`src/rtl/jtframe_video_pkg.sv`:
```
// Shared video timing constants and 9-bit counter helpers for the timer, line doubler and cores.
// Latency: none (constants and pure functions only).
// Backpressure: not applicable.
package jtframe_video_pkg;

    // Default 384x264 raster: 256x224 visible area.
    localparam int VT_HCNT_START = 0;
    localparam int VT_HCNT_END   = 383;
    localparam int VT_HB_START   = 256;
    localparam int VT_HB_END     = 0;
    localparam int VT_HS_START   = 288;
    localparam int VT_HS_END     = 320;
    localparam int VT_VCNT_START = 0;
    localparam int VT_VCNT_END   = 263;
    localparam int VT_VB_START   = 240;
    localparam int VT_VB_END     = 16;
    localparam int VT_VS_START   = 248;
    localparam int VT_VS_END     = 251;

    typedef logic [8:0] cnt9_t;

    // Half-open window [s, e); when s > e the window wraps past the counter end.
    function automatic logic in_span(cnt9_t v, cnt9_t s, cnt9_t e);
        if (s <= e) begin
            return (v >= s) && (v < e);
        end
        return (v >= s) || (v < e);
    endfunction

    // Successor of v on a counter running s..e.
    function automatic cnt9_t wrap_inc(cnt9_t v, cnt9_t s, cnt9_t e);
        return (v == e) ? s : v + 9'd1;
    endfunction

endpackage

```
`src/rtl/jtframe_wrapcnt.sv`:
```
// 9-bit counter running CNT_START..CNT_END, advancing on en, with an end-of-range flag.
// Latency: cnt updates one clk after en; cnt_nxt is the combinational value cnt will take.
// Backpressure: none; en low holds the count indefinitely.
module jtframe_wrapcnt
    import jtframe_video_pkg::*;
#(
    parameter int CNT_START = 0,
    parameter int CNT_END   = 383
) (
    input  logic  clk,
    input  logic  rst_n,
    input  logic  en,
    output cnt9_t cnt,
    output cnt9_t cnt_nxt,
    output logic  wrap
);
    localparam cnt9_t START9 = cnt9_t'(CNT_START);
    localparam cnt9_t END9   = cnt9_t'(CNT_END);

    assign wrap = (cnt == END9);

    // Next count: hold when disabled, otherwise step and wrap at the end value.
    always_comb begin
        cnt_nxt = cnt;
        if (en) begin
            cnt_nxt = wrap ? START9 : cnt + 9'd1;
        end
    end

    // Count register.
    always_ff @(posedge clk or negedge rst_n) begin
        if (!rst_n) begin
            cnt <= START9;
        end else begin
            cnt <= cnt_nxt;
        end
    end

endmodule

```
`src/rtl/jtframe_vtimer.sv`:
```
// Video timing generator: H/V counters plus blanking, sync and line/frame strobes.
// Latency: every output is registered and aligned with the H value of the same cycle.
// Backpressure: none; pxl_cen low freezes all state and outputs.
module jtframe_vtimer
    import jtframe_video_pkg::*;
#(
    parameter int HCNT_START = VT_HCNT_START,
    parameter int HCNT_END   = VT_HCNT_END,
    parameter int HB_START   = VT_HB_START,
    parameter int HB_END     = VT_HB_END,
    parameter int HS_START   = VT_HS_START,
    parameter int HS_END     = VT_HS_END,
    parameter int VCNT_START = VT_VCNT_START,
    parameter int VCNT_END   = VT_VCNT_END,
    parameter int VB_START   = VT_VB_START,
    parameter int VB_END     = VT_VB_END,
    parameter int VS_START   = VT_VS_START,
    parameter int VS_END     = VT_VS_END
) (
    input  logic       clk,
    input  logic       rst_n,
    input  logic       pxl_cen,
    output logic [8:0] H,
    output logic [8:0] vdump,
    output logic [8:0] vrender,
    output logic [8:0] vrender1,
    output logic       Hinit,
    output logic       Vinit,
    output logic       LHBL,
    output logic       LVBL,
    output logic       HS,
    output logic       VS
);
    // Parameter sanity: counters are 9 bits, lines need at least two pixels, HS at least two pixels wide.
    if (HCNT_START > 511 || HCNT_END > 511 || HB_START > 511 || HB_END > 511 ||
        HS_START > 511 || HS_END > 511 || VCNT_START > 511 || VCNT_END > 511 ||
        VB_START > 511 || VB_END > 511 || VS_START > 511 || VS_END > 511) begin : g_bad_range
        $fatal(1, "jtframe_vtimer: timing parameter above 511");
    end
    if (HCNT_END <= HCNT_START) begin : g_bad_line
        $fatal(1, "jtframe_vtimer: line must be at least two pixels long");
    end
    if (HS_END - HS_START < 2) begin : g_bad_hs
        $fatal(1, "jtframe_vtimer: HS must be at least two pixels wide");
    end

    localparam cnt9_t HE   = cnt9_t'(HCNT_END);
    localparam cnt9_t HBS  = cnt9_t'(HB_START);
    localparam cnt9_t HBE  = cnt9_t'(HB_END);
    localparam cnt9_t HSS  = cnt9_t'(HS_START);
    localparam cnt9_t HSE  = cnt9_t'(HS_END);
    localparam cnt9_t VST  = cnt9_t'(VCNT_START);
    localparam cnt9_t VE   = cnt9_t'(VCNT_END);
    localparam cnt9_t VBS  = cnt9_t'(VB_START);
    localparam cnt9_t VBE  = cnt9_t'(VB_END);
    localparam cnt9_t VSS  = cnt9_t'(VS_START);
    localparam cnt9_t VSE  = cnt9_t'(VS_END);
    localparam cnt9_t VR0  = wrap_inc(VST, VST, VE);
    localparam cnt9_t VR1  = wrap_inc(VR0, VST, VE);

    cnt9_t h_cnt, h_nxt, v_cnt, v_nxt;
    logic  h_wrap, v_wrap;

    jtframe_wrapcnt #(.CNT_START(HCNT_START), .CNT_END(HCNT_END)) u_hcnt (
        .clk     (clk),
        .rst_n   (rst_n),
        .en      (pxl_cen),
        .cnt     (h_cnt),
        .cnt_nxt (h_nxt),
        .wrap    (h_wrap)
    );

    jtframe_wrapcnt #(.CNT_START(VCNT_START), .CNT_END(VCNT_END)) u_vcnt (
        .clk     (clk),
        .rst_n   (rst_n),
        .en      (pxl_cen & h_wrap),
        .cnt     (v_cnt),
        .cnt_nxt (v_nxt),
        .wrap    (v_wrap)
    );

    assign H     = h_cnt;
    assign vdump = v_cnt;

    // Decode from the next counter values so each flag lands together with the H it describes.
    // Vinit uses v_wrap directly: H cannot wrap on the step into HCNT_END, so vdump is unchanged.
    always_ff @(posedge clk or negedge rst_n) begin
        if (!rst_n) begin
            vrender  <= VR0;
            vrender1 <= VR1;
            Hinit    <= 1'b0;
            Vinit    <= 1'b0;
            LHBL     <= 1'b0;
            LVBL     <= 1'b0;
            HS       <= 1'b0;
            VS       <= 1'b0;
        end else if (pxl_cen) begin
            vrender  <= wrap_inc(v_nxt, VST, VE);
            vrender1 <= wrap_inc(wrap_inc(v_nxt, VST, VE), VST, VE);
            Hinit    <= (h_nxt == HE);
            Vinit    <= (h_nxt == HE) && v_wrap;
            LHBL     <= !in_span(h_nxt, HBS, HBE);
            HS       <= in_span(h_nxt, HSS, HSE);
            if (h_nxt == HBS) begin
                LVBL <= !in_span(v_nxt, VBS, VBE);
                VS   <= in_span(v_nxt, VSS, VSE);
            end
        end
    end

endmodule

```
`config.mk`:
```
export PLATFORM = sky130hd
export DESIGN_NAME = jtframe_vtimer
export DESIGN_NICKNAME = d
export VERILOG_FILES = /design/src/rtl/jtframe_video_pkg.sv /design/src/rtl/jtframe_wrapcnt.sv /design/src/rtl/jtframe_vtimer.sv
export SDC_FILE = /design/constraint.sdc
export NUM_CORES = 1
export LEC_CHECK = 0
export CORE_ASPECT_RATIO = 1.4
export CORE_MARGIN = 2
export CORE_UTILIZATION = 57
export CTS_CLUSTER_SIZE = 16
export DETAILED_ROUTE_END_ITERATION = 10
export GPL_TIMING_DRIVEN = 0
export PLACE_DENSITY_LB_ADDON = 0.08
export SYNTH_ARGS = -nofsm -noshare
export SYNTH_HDL_FRONTEND = slang
export SYNTH_SLANG_ARGS = --single-unit
export TNS_END_PERCENT = 10
```
`constraint.sdc`:
```
create_clock -name clk -period 7.86 [get_ports clk]
set_input_delay 1.965 -clock clk [delete_from_list [all_inputs] [get_ports clk]]
set_output_delay 1.965 -clock clk [all_outputs]
set_load 0.02 [all_outputs]
```
==> impl_metrics.yaml, run 1 <==
clocking:
  cts_num_sinks: 42
  clk_path_buf_depth: 2
  path_clk_slew_ns: 0.08
  clock_latency_ns: 0.30
  ctsResizeCount: 0
  cts_tree: "yes"
  cts_setup_buffers: 0
  hold_buffers: 0
  h-tree-depth: 2
  cts_root_buf: "clkbuf_8"
  cts-buffers-inserted: 5
run_status:
  status: "complete, no violations"
critical_path:
  cp_cell_sequence: "buf_2 > and4_1 > buf_2 > nand3_1 > a21oi_1 > inv_1 > ha_1 > and2_1 > and4_1 > buf_2 > a21boi_0 > ha_1 > nand2_1 > a211o_1 > nor4_4 > a311oi_1"
  worst-setup-path-type: "in -> reg"
  worstPathMaxFanout: 8
  crit_buf_inv: 4
  startpoint_type: "input port"
  critPathMaxStageDelay_ns: 0.33
  cp_top_family: "simple AND/OR/NAND/NOR gates"
  endpoint_kind: "flop"
  crit_path_frequent_cell: "buf_2"
  cp.required_ns: 8.00
  arrival_ns: 5.40
  cp_slowest_cell: "a21oi_1"
synthesis:
  yosys-top-cells-count: "dfrtp_1 (40), xnor2_1 (15), inv_1 (14), nor2_1 (14)"
  synth_cell_type_count: 60
  synth.area.top_cells: "dfrtp_1 (39%), xnor2_1 (5.2%), mux2_2 (4.4%), nor4_4 (3.3%), ha_1 (2.9%)"
  synth_area_leader_cell: "dfrtp_1"
  postSynthCellCount: 252
  synth_top_cell_area_share: 0.393
  synth_seq_area_share: 0.414
  ys_ff_latch: 42
  synth_most_common_cell: "dfrtp_1"
  avgSynthCellArea_um2: 10.1
  netlist_area_um2: 2540
  synth-edff-count: 0
  synth_async_sr_flop_share: 1.00
  yosys_most_used_dff: "dfrtp_1"
  yosys_warnings: 0
  syn-num-nets: 261
routing:
  wire_per_inst_um: 16.1
  drc: 0
  wl_um: 5860
  route.antenna.remaining_nets: 0
  drtIter0Drc: 102
  via_count: 2136
  drt_first_pass_iters: 4
  vias_per_cell: 5.87
pwr:
  peakVddDrop_uv: 132
  total_power_mw: 0.586
  power.density_nw_per_um2: 185
  leakage_nw: 1.34
layout:
  layout-drive-gt1-share: 0.138
  n_antenna_cell: 0
  layout.nets: 312
  fin_cells: 364
  postLayoutCoreUtil: 0.743
  fillCellCount: 344
  syn2layout_area_growth_pct: 24.8
placement:
  dp_hpwl_um: 4520
  dp.cells: 356
  gp_congestion: 0.895
  io_buffers: 43
grt:
  grt_pass1_wl_um: 9570
  grt_pass1_vias: 2017
  antenna_found_initial: 0
  grtUsageTotal: 0.247
  grt_max_degree: 29
  globalRoute.totalOverflow: 0
floorplan:
  initial_utilization: 0.595
  die_w_um: 60.5
  die_h_um: 83.1
  ios: 45
  die_area_um2: 5020
  fp.coreArea_um2: 4270
  rows: 28
sta:
  slew_violations: 0
  rsz0062_at_grt: "no"
  fmax_mhz: 190
  period_share: 0.669
  slew-limit-headroom: 0.522
  hold_viol_final: 0
  finalClockSkew_ns: 0.0102
  setup_tns_ns: 0
  tightest_slew_ns: 0.712
  period_needed_ns: 5.26
  setup_viol_count_final: 0
run:
  maxCapViolCount: 0
hold_path:
  hold_class: "reg -> reg"
[layout make-up]
type | count | area (um2) | share of cell area
multi-input cells | 183 | 1390 | 0.436
flip-flops and latches | 42 | 1050 | 0.332
repair buffers | 44 | 445 | 0.140
well taps | 60 | 75.1 | 0.0236
clock buffers | 6 | 72.6 | 0.0229
inverters | 19 | 71.3 | 0.0225
clock inverters | 2 | 37.5 | 0.0118
plain buffers | 8 | 35.0 | 0.0110
[logic make-up after synthesis]
kind of cell / after synthesis / share of synthesized area
mux: 13 / 0.0575
buf+inv: 27 / 0.0418
flops: 42 / 0.414
simple gates: 89 / 0.229
compound gates: 53 / 0.144
fa+ha+maj: 6 / 0.0295
xor+xnor: 22 / 0.0841
[worst min-delay path, cell delays in order (launching register included)]
cell     delay (ns)
dfrtp_1        0.35
nand2_1        0.05
o21ai_0        0.06
[path summary, 6_finish.rpt]
path,slack [ns],depth (start not counted),to,from
worst min register to register,0.49,2,vrender[2],vrender[2]
max in group asynchronous,5.74,2,vrender[0],rst_n
worst min-delay path,0.49,2,vrender[2],vrender[2]
min in group asynchronous,1.57,1,u_hcnt.cnt[3],rst_n
worst max register to register,3.60,15,vrender1[0],u_vcnt.cnt[4]
worst max-delay path,2.60,16,vrender1[0],pxl_cen
[metrics by stage]
step,setup WS (ns),hold WS [ns],instance area [um2]
finish,2.60,0.486,3180
global route,2.26,0.524,3180
CTS,2.66,0.494,3180
detailed placement,2.35,0.473,3070
global placement,2.40,0.470,3050
floorplan,3.03,0.560,2540
[sequential cells by signal, indices dropped and copies added, names as in the netlist]
signal / flops
u_hcnt.cnt: 9
u_vcnt.cnt: 9
vrender1: 9
vrender: 9
HS: 1
Hinit: 1
LHBL: 1
LVBL: 1
VS: 1
Vinit: 1
[cell usage in the layout, fill, tap and decap left out, drive strengths merged, types with 9 or more instances in the layout]
master | Yosys | layout
clkdlybuf4s50 | 0 | 42
dfrtp | 40 | 40
xnor2 | 16 | 16
inv | 16 | 16
nor2 | 15 | 15
nand3 | 14 | 14
nand2 | 13 | 13
o21ai | 12 | 12
a21oi | 11 | 11
nor4 | 11 | 11
mux2 | 10 | 10
clkbuf | 3 | 9
[metal layers]
metal  routed length, um  GRT usage  up-vias
met1                2440      0.309     1051
met4                  99     0.0672        0
met5                   0          0        -
li1                    -          -     1020
met2                3130      0.428       54
met3                 189     0.0405       11
[power breakdown]
group | total [mW] | leakage [nW] | internal (mW) | switching [mW]
combinational | 0.151 | 0.761 | 0.0680 | 0.0834
clock | 0.169 | 0.0514 | 0.0948 | 0.0744
sequential | 0.265 | 0.527 | 0.237 | 0.0284
total | 0.586 | 1.34 | 0.400 | 0.186
Power figures use the tool's default switching activity.
==> inputs of run 2 (changes only) <==
--- a/config.mk
+++ b/config.mk
@@ -7,7 +7,7 @@
 export LEC_CHECK = 0
 export CORE_ASPECT_RATIO = 1.4
 export CORE_MARGIN = 2
-export CORE_UTILIZATION = 57
+export CORE_UTILIZATION = 53
 export CTS_CLUSTER_SIZE = 16
 export DETAILED_ROUTE_END_ITERATION = 10
 export GPL_TIMING_DRIVEN = 0
==> constraint.sdc (replaced) <==
create_clock -name clk -period 5.4 [get_ports clk]
set_input_delay 1.35 -clock clk [delete_from_list [all_inputs] [get_ports clk]]
set_output_delay 1.35 -clock clk [all_outputs]
set_load 0.02 [all_outputs]
==> impl_metrics.yaml, run 2 (synthesis gave the netlist of run 1 again) <==
run_status:
  status: "complete, no violations"
layout:
  stdcell_area_um2: 3190
  n_antenna_cell: 0
  multi_input_area_um2: 1390
  fin_cells: 366
  final_common_cell: "clkdlybuf4s50_1"
  layout-drive-gt1-share: 0.138
  layout_common_cells: "clkdlybuf4s50_1 (42), dfrtp_1 (40), xnor2_1 (15), inv_1 (14), nor2_1 (14)"
  layout.nets: 312
  syn2layout_area_growth_pct: 25.2
  regArea_um2: 1050
  postLayoutCoreUtil: 0.697
  fillCellCount: 382
routing:
  wire_per_inst_um: 16.1
  vias_per_cell: 5.75
  drt_first_pass_iters: 4
  drc: 0
  via_count: 2106
  route.antenna.remaining_nets: 0
  drtIter0Drc: 134
  wl_um: 5900
placement:
  placed_area_um2: 3080
  dp_hpwl_um: 4650
  gp_congestion: 0.901
  dp.cells: 358
  place_ws_ns: 0.513
  io_buffers: 43
floorplan:
  rows: 29
  die_area_um2: 5380
  fp.coreArea_um2: 4570
  ios: 45
  initial_utilization: 0.557
  die_h_um: 86.0
  die_w_um: 62.6
clocking:
  ctsResizeCount: 0
  h-tree-depth: 2
  cts-buffers-inserted: 5
  cts_root_buf: "clkbuf_8"
  clock_latency_ns: 0.30
  clk_path_buf_depth: 2
  cts_tree: "yes"
  cts_num_sinks: 42
  hold_buffers: 0
  cts_setup_buffers: 0
  path_clk_slew_ns: 0.07
critical_path:
  r2r-end: "vrender1[0]"
  critPathMaxStageDelay_ns: 0.30
  crit_buf_inv: 4
  worst-setup-path-type: "in -> reg"
  setup.worst_path.end: "vrender1[0]"
  cp_slowest_cell: "a21oi_1"
  arrival_ns: 4.71
  critPathLaunch: "pxl_cen"
  endpoint_kind: "flop"
  cp_top_family: "simple AND/OR/NAND/NOR gates"
  path_depth: 16
  cp.required_ns: 5.54
  cp_cell_sequence: "buf_2 > and4_1 > buf_2 > nand3_1 > a21oi_1 > inv_1 > ha_1 > and2_1 > and4_1 > buf_2 > a21boi_0 > ha_1 > nand2_1 > a211o_1 > nor4_4 > a311oi_1"
  startpoint_type: "input port"
  r2r_start: "u_vcnt.cnt[4]"
  reg2regPathDepth: 15
  rrSetupSlack_ns: 1.14
  crit_path_frequent_cell: "buf_2"
  worstPathMaxFanout: 8
sta:
  setup_viol_count_final: 0
  tightest_slew_ns: 0.734
  period_share: 0.846
  period_needed_ns: 4.57
  setup_tns_ns: 0
  timing.final.ws_setup_ns: 0.831
  finalHoldWorstSlack_ns: 0.488
  hold_viol_final: 0
  rsz0062_at_grt: "no"
  finalClockSkew_ns: 0.00975
  fmax_mhz: 219
  slew_violations: 0
  slew-limit-headroom: 0.507
pwr:
  p_sw_frac: 0.319
  clkPwrFrac: 0.289
  power.density_nw_per_um2: 269
  peakVddDrop_uv: 167
  total_power_mw: 0.856
  p_int_mw: 0.583
  leakage_nw: 1.34
  seq_power_share: 0.451
  power_switching_mw: 0.273
  comb_power_share: 0.260
grt:
  antenna_found_initial: 0
  grt_pass1_vias: 2123
  globalRoute.totalOverflow: 0
  grtUsageTotal: 0.240
  grt_pass1_wl_um: 10100
  grt_max_degree: 25
hold_path:
  hold_class: "reg -> reg"
run:
  maxCapViolCount: 0
run 2: worst min-delay path by stage:
stage / from / endpoint / slack [ns] / cells after the start
global placement: vrender[2] / vrender[2] / 0.47 / 2
CTS: vrender[2] / vrender[2] / 0.49 / 2
floorplan: vrender1[1] / vrender1[1] / 0.56 / 2
global route: vrender[5] / vrender[5] / 0.53 / 1
detailed placement: vrender[2] / vrender[2] / 0.47 / 2
finish: vrender[2] / vrender[2] / 0.49 / 2
run 2: power groups by stage:
stage          sequential, mW  clock (mW)  combinational, mW
2_1_floorplan           0.424           0             0.0914
3_3_place_gp            0.389           0              0.213
3_5_place_dp            0.393           0              0.222
4_1_cts                 0.387       0.252              0.223
5_1_grt                 0.392       0.266              0.238
6_report                0.386       0.247              0.223
run 2: worst min-delay path, stage by stage, from the launching register on:
cell and delay, ns:
dfrtp_1 0.35, nand2_1 0.05, o21ai_0 0.06
run 2: final cells by class:
class	count	area share
Buffer	8	0.0110
Clock buffer	6	0.0228
Clock inverter	2	0.0118
Inverter	19	0.0224
Multi-Input combinational cell	183	0.435
Sequential cell	42	0.331
Tap cell	62	0.0244
Timing Repair Buffer	44	0.142
run 2: metal layers:
layer	up-vias	global-route usage	wire length, um
li1	1022	-	-
met2	57	0.436	3110
met3	17	0.0407	238
met4	0	0.113	182
met5	-	0	0
met1	1010	0.273	2370
==> inputs of run 3 (changes only) <==
==> constraint.sdc (replaced) <==
create_clock -name clk -period 4.4 [get_ports clk]
set_input_delay 1.1 -clock clk [delete_from_list [all_inputs] [get_ports clk]]
set_output_delay 1.1 -clock clk [all_outputs]
set_load 0.02 [all_outputs]
==> impl_metrics.yaml, run 3 (synthesis gave the netlist of run 1 again) <==
clocking:
  h-tree-depth: 2
  cts_num_sinks: 42
  path_clk_slew_ns: 0.07
  cts_root_buf: "clkbuf_8"
  cts_tree: "yes"
  clk_path_buf_depth: 2
  clock_latency_ns: 0.30
  cts-buffers-inserted: 5
  hold_buffers: 0
layout:
  layout_common_cells: "clkdlybuf4s50_1 (42), dfrtp_1 (40), xnor2_1 (15), inv_1 (14), nor2_1 (14)"
  regArea_um2: 1050
  syn2layout_area_growth_pct: 25.8
  fin_cells: 366
  multi_input_area_um2: 1400
  n_antenna_cell: 0
  fillCellCount: 377
  layout-drive-gt1-share: 0.148
  layout.nets: 312
  postLayoutCoreUtil: 0.700
  final_common_cell: "clkdlybuf4s50_1"
pwr:
  leakage_nw: 1.35
  peakVddDrop_uv: 205
  total_power_mw: 1.05
  power.density_nw_per_um2: 328
run_status:
  status: "complete, no violations"
floorplan:
  initial_utilization: 0.557
  die_w_um: 62.6
  die_area_um2: 5380
  die_h_um: 86.0
  ios: 45
  rows: 29
  fp.coreArea_um2: 4570
grt:
  grt_pass1_wl_um: 10100
  globalRoute.totalOverflow: 0
  antenna_found_initial: 0
  grt_max_degree: 25
  grt_pass1_vias: 2123
  grtUsageTotal: 0.240
sta:
  period_needed_ns: 4.08
  fmax_mhz: 245
  slew-limit-headroom: 0.530
  tightest_slew_ns: 0.701
  setup_viol_count_final: 0
  setup_tns_ns: 0
  finalClockSkew_ns: 0.00897
  slew_violations: 0
  hold_viol_final: 0
  timing.final.ws_setup_ns: 0.324
  rsz0062_at_grt: "no"
  period_share: 0.926
routing:
  drt_first_pass_iters: 4
  drtIter0Drc: 116
  wl_um: 5960
  vias_per_cell: 5.73
  via_count: 2097
  route.antenna.remaining_nets: 0
  wire_per_inst_um: 16.3
  drc: 0
critical_path:
  r2r-end: "vrender1[0]"
  rrSetupSlack_ns: 0.40
  arrival_ns: 4.22
  cp.required_ns: 4.54
  startpoint_type: "input port"
  worstPathMaxFanout: 8
  worst-setup-path-type: "in -> reg"
  endpoint_kind: "flop"
  reg2regPathDepth: 16
  r2r_start: "u_vcnt.cnt[0]"
hold_path:
  whs_path_depth: 2
  min_from: "vrender[2]"
  whs_endpoint: "vrender[2]"
  hold_class: "reg -> reg"
placement:
  dp_hpwl_um: 4650
  io_buffers: 43
  dp.cells: 358
  place_ws_ns: -0.237
  gp_congestion: 0.901
run:
  maxCapViolCount: 0
run 3: cell counts in the layout (fill, tap and decap cells not counted):
Identical to the previous run, type by type.
run 3: worst max path at each step:
stage          startpoint           to  slack, ns  cells after the start
6_report          pxl_cen  vrender1[0]       0.32                     16
5_1_grt           pxl_cen  vrender1[3]       0.08                     16
4_1_cts           pxl_cen  vrender1[0]       0.08                     16
3_5_place_dp      pxl_cen  vrender1[0]      -0.24                     16
3_3_place_gp      pxl_cen  vrender1[0]      -0.25                     16
2_1_floorplan     pxl_cen  vrender1[0]       0.43                     16
run 3: worst max-delay path, cell delays in order:
cell      delay (ns)
buf_2           0.18
and4_1          0.19
buf_2           0.18
nand3_2         0.18
a21oi_2         0.22
inv_1           0.11
ha_1            0.23
and2_1          0.15
and4_1          0.19
buf_2           0.17
a21boi_1        0.22
ha_1            0.23
nand2_1         0.14
a211o_1         0.29
nor4_4          0.28
a311oi_1        0.16
run 3: report_power, final:
group | internal (mW) | switching (mW)
sequential | 0.423 | 0.0512
clock | 0.169 | 0.134
combinational | 0.122 | 0.151
total | 0.715 | 0.336
run 3: cell type report:
class                      count  area share
tap                           62      0.0242
clock buffer                   6      0.0227
buffer                         8      0.0109
multi-input combinational    183       0.437
sequential                    42       0.329
timing repair buffer          44       0.142
clock inverter                 2      0.0117
inverter                      19      0.0223
run 3: per-stage QoR:
step	hold slack [ns]	area [um2]
after detailed placement	0.474	3080
final	0.488	3200
after global routing	0.531	3200
after global placement	0.471	3050
after floorplan	0.560	2540
after CTS	0.493	3190
run 3: per-layer routing:
layer / global-route usage / share of wire / vias to the layer above
met1: 0.273 / 0.41 / 991
met4: 0.113 / 0.033 / 0
li1: - / - / 1019
met2: 0.436 / 0.52 / 67
met3: 0.0407 / 0.039 / 20
met5: 0 / 0 / -
run 3: repair_timing:
action	CTS	global route
buffers inserted	0	0
endpoints found under the setup margin	0	5
resized for setup	0	4
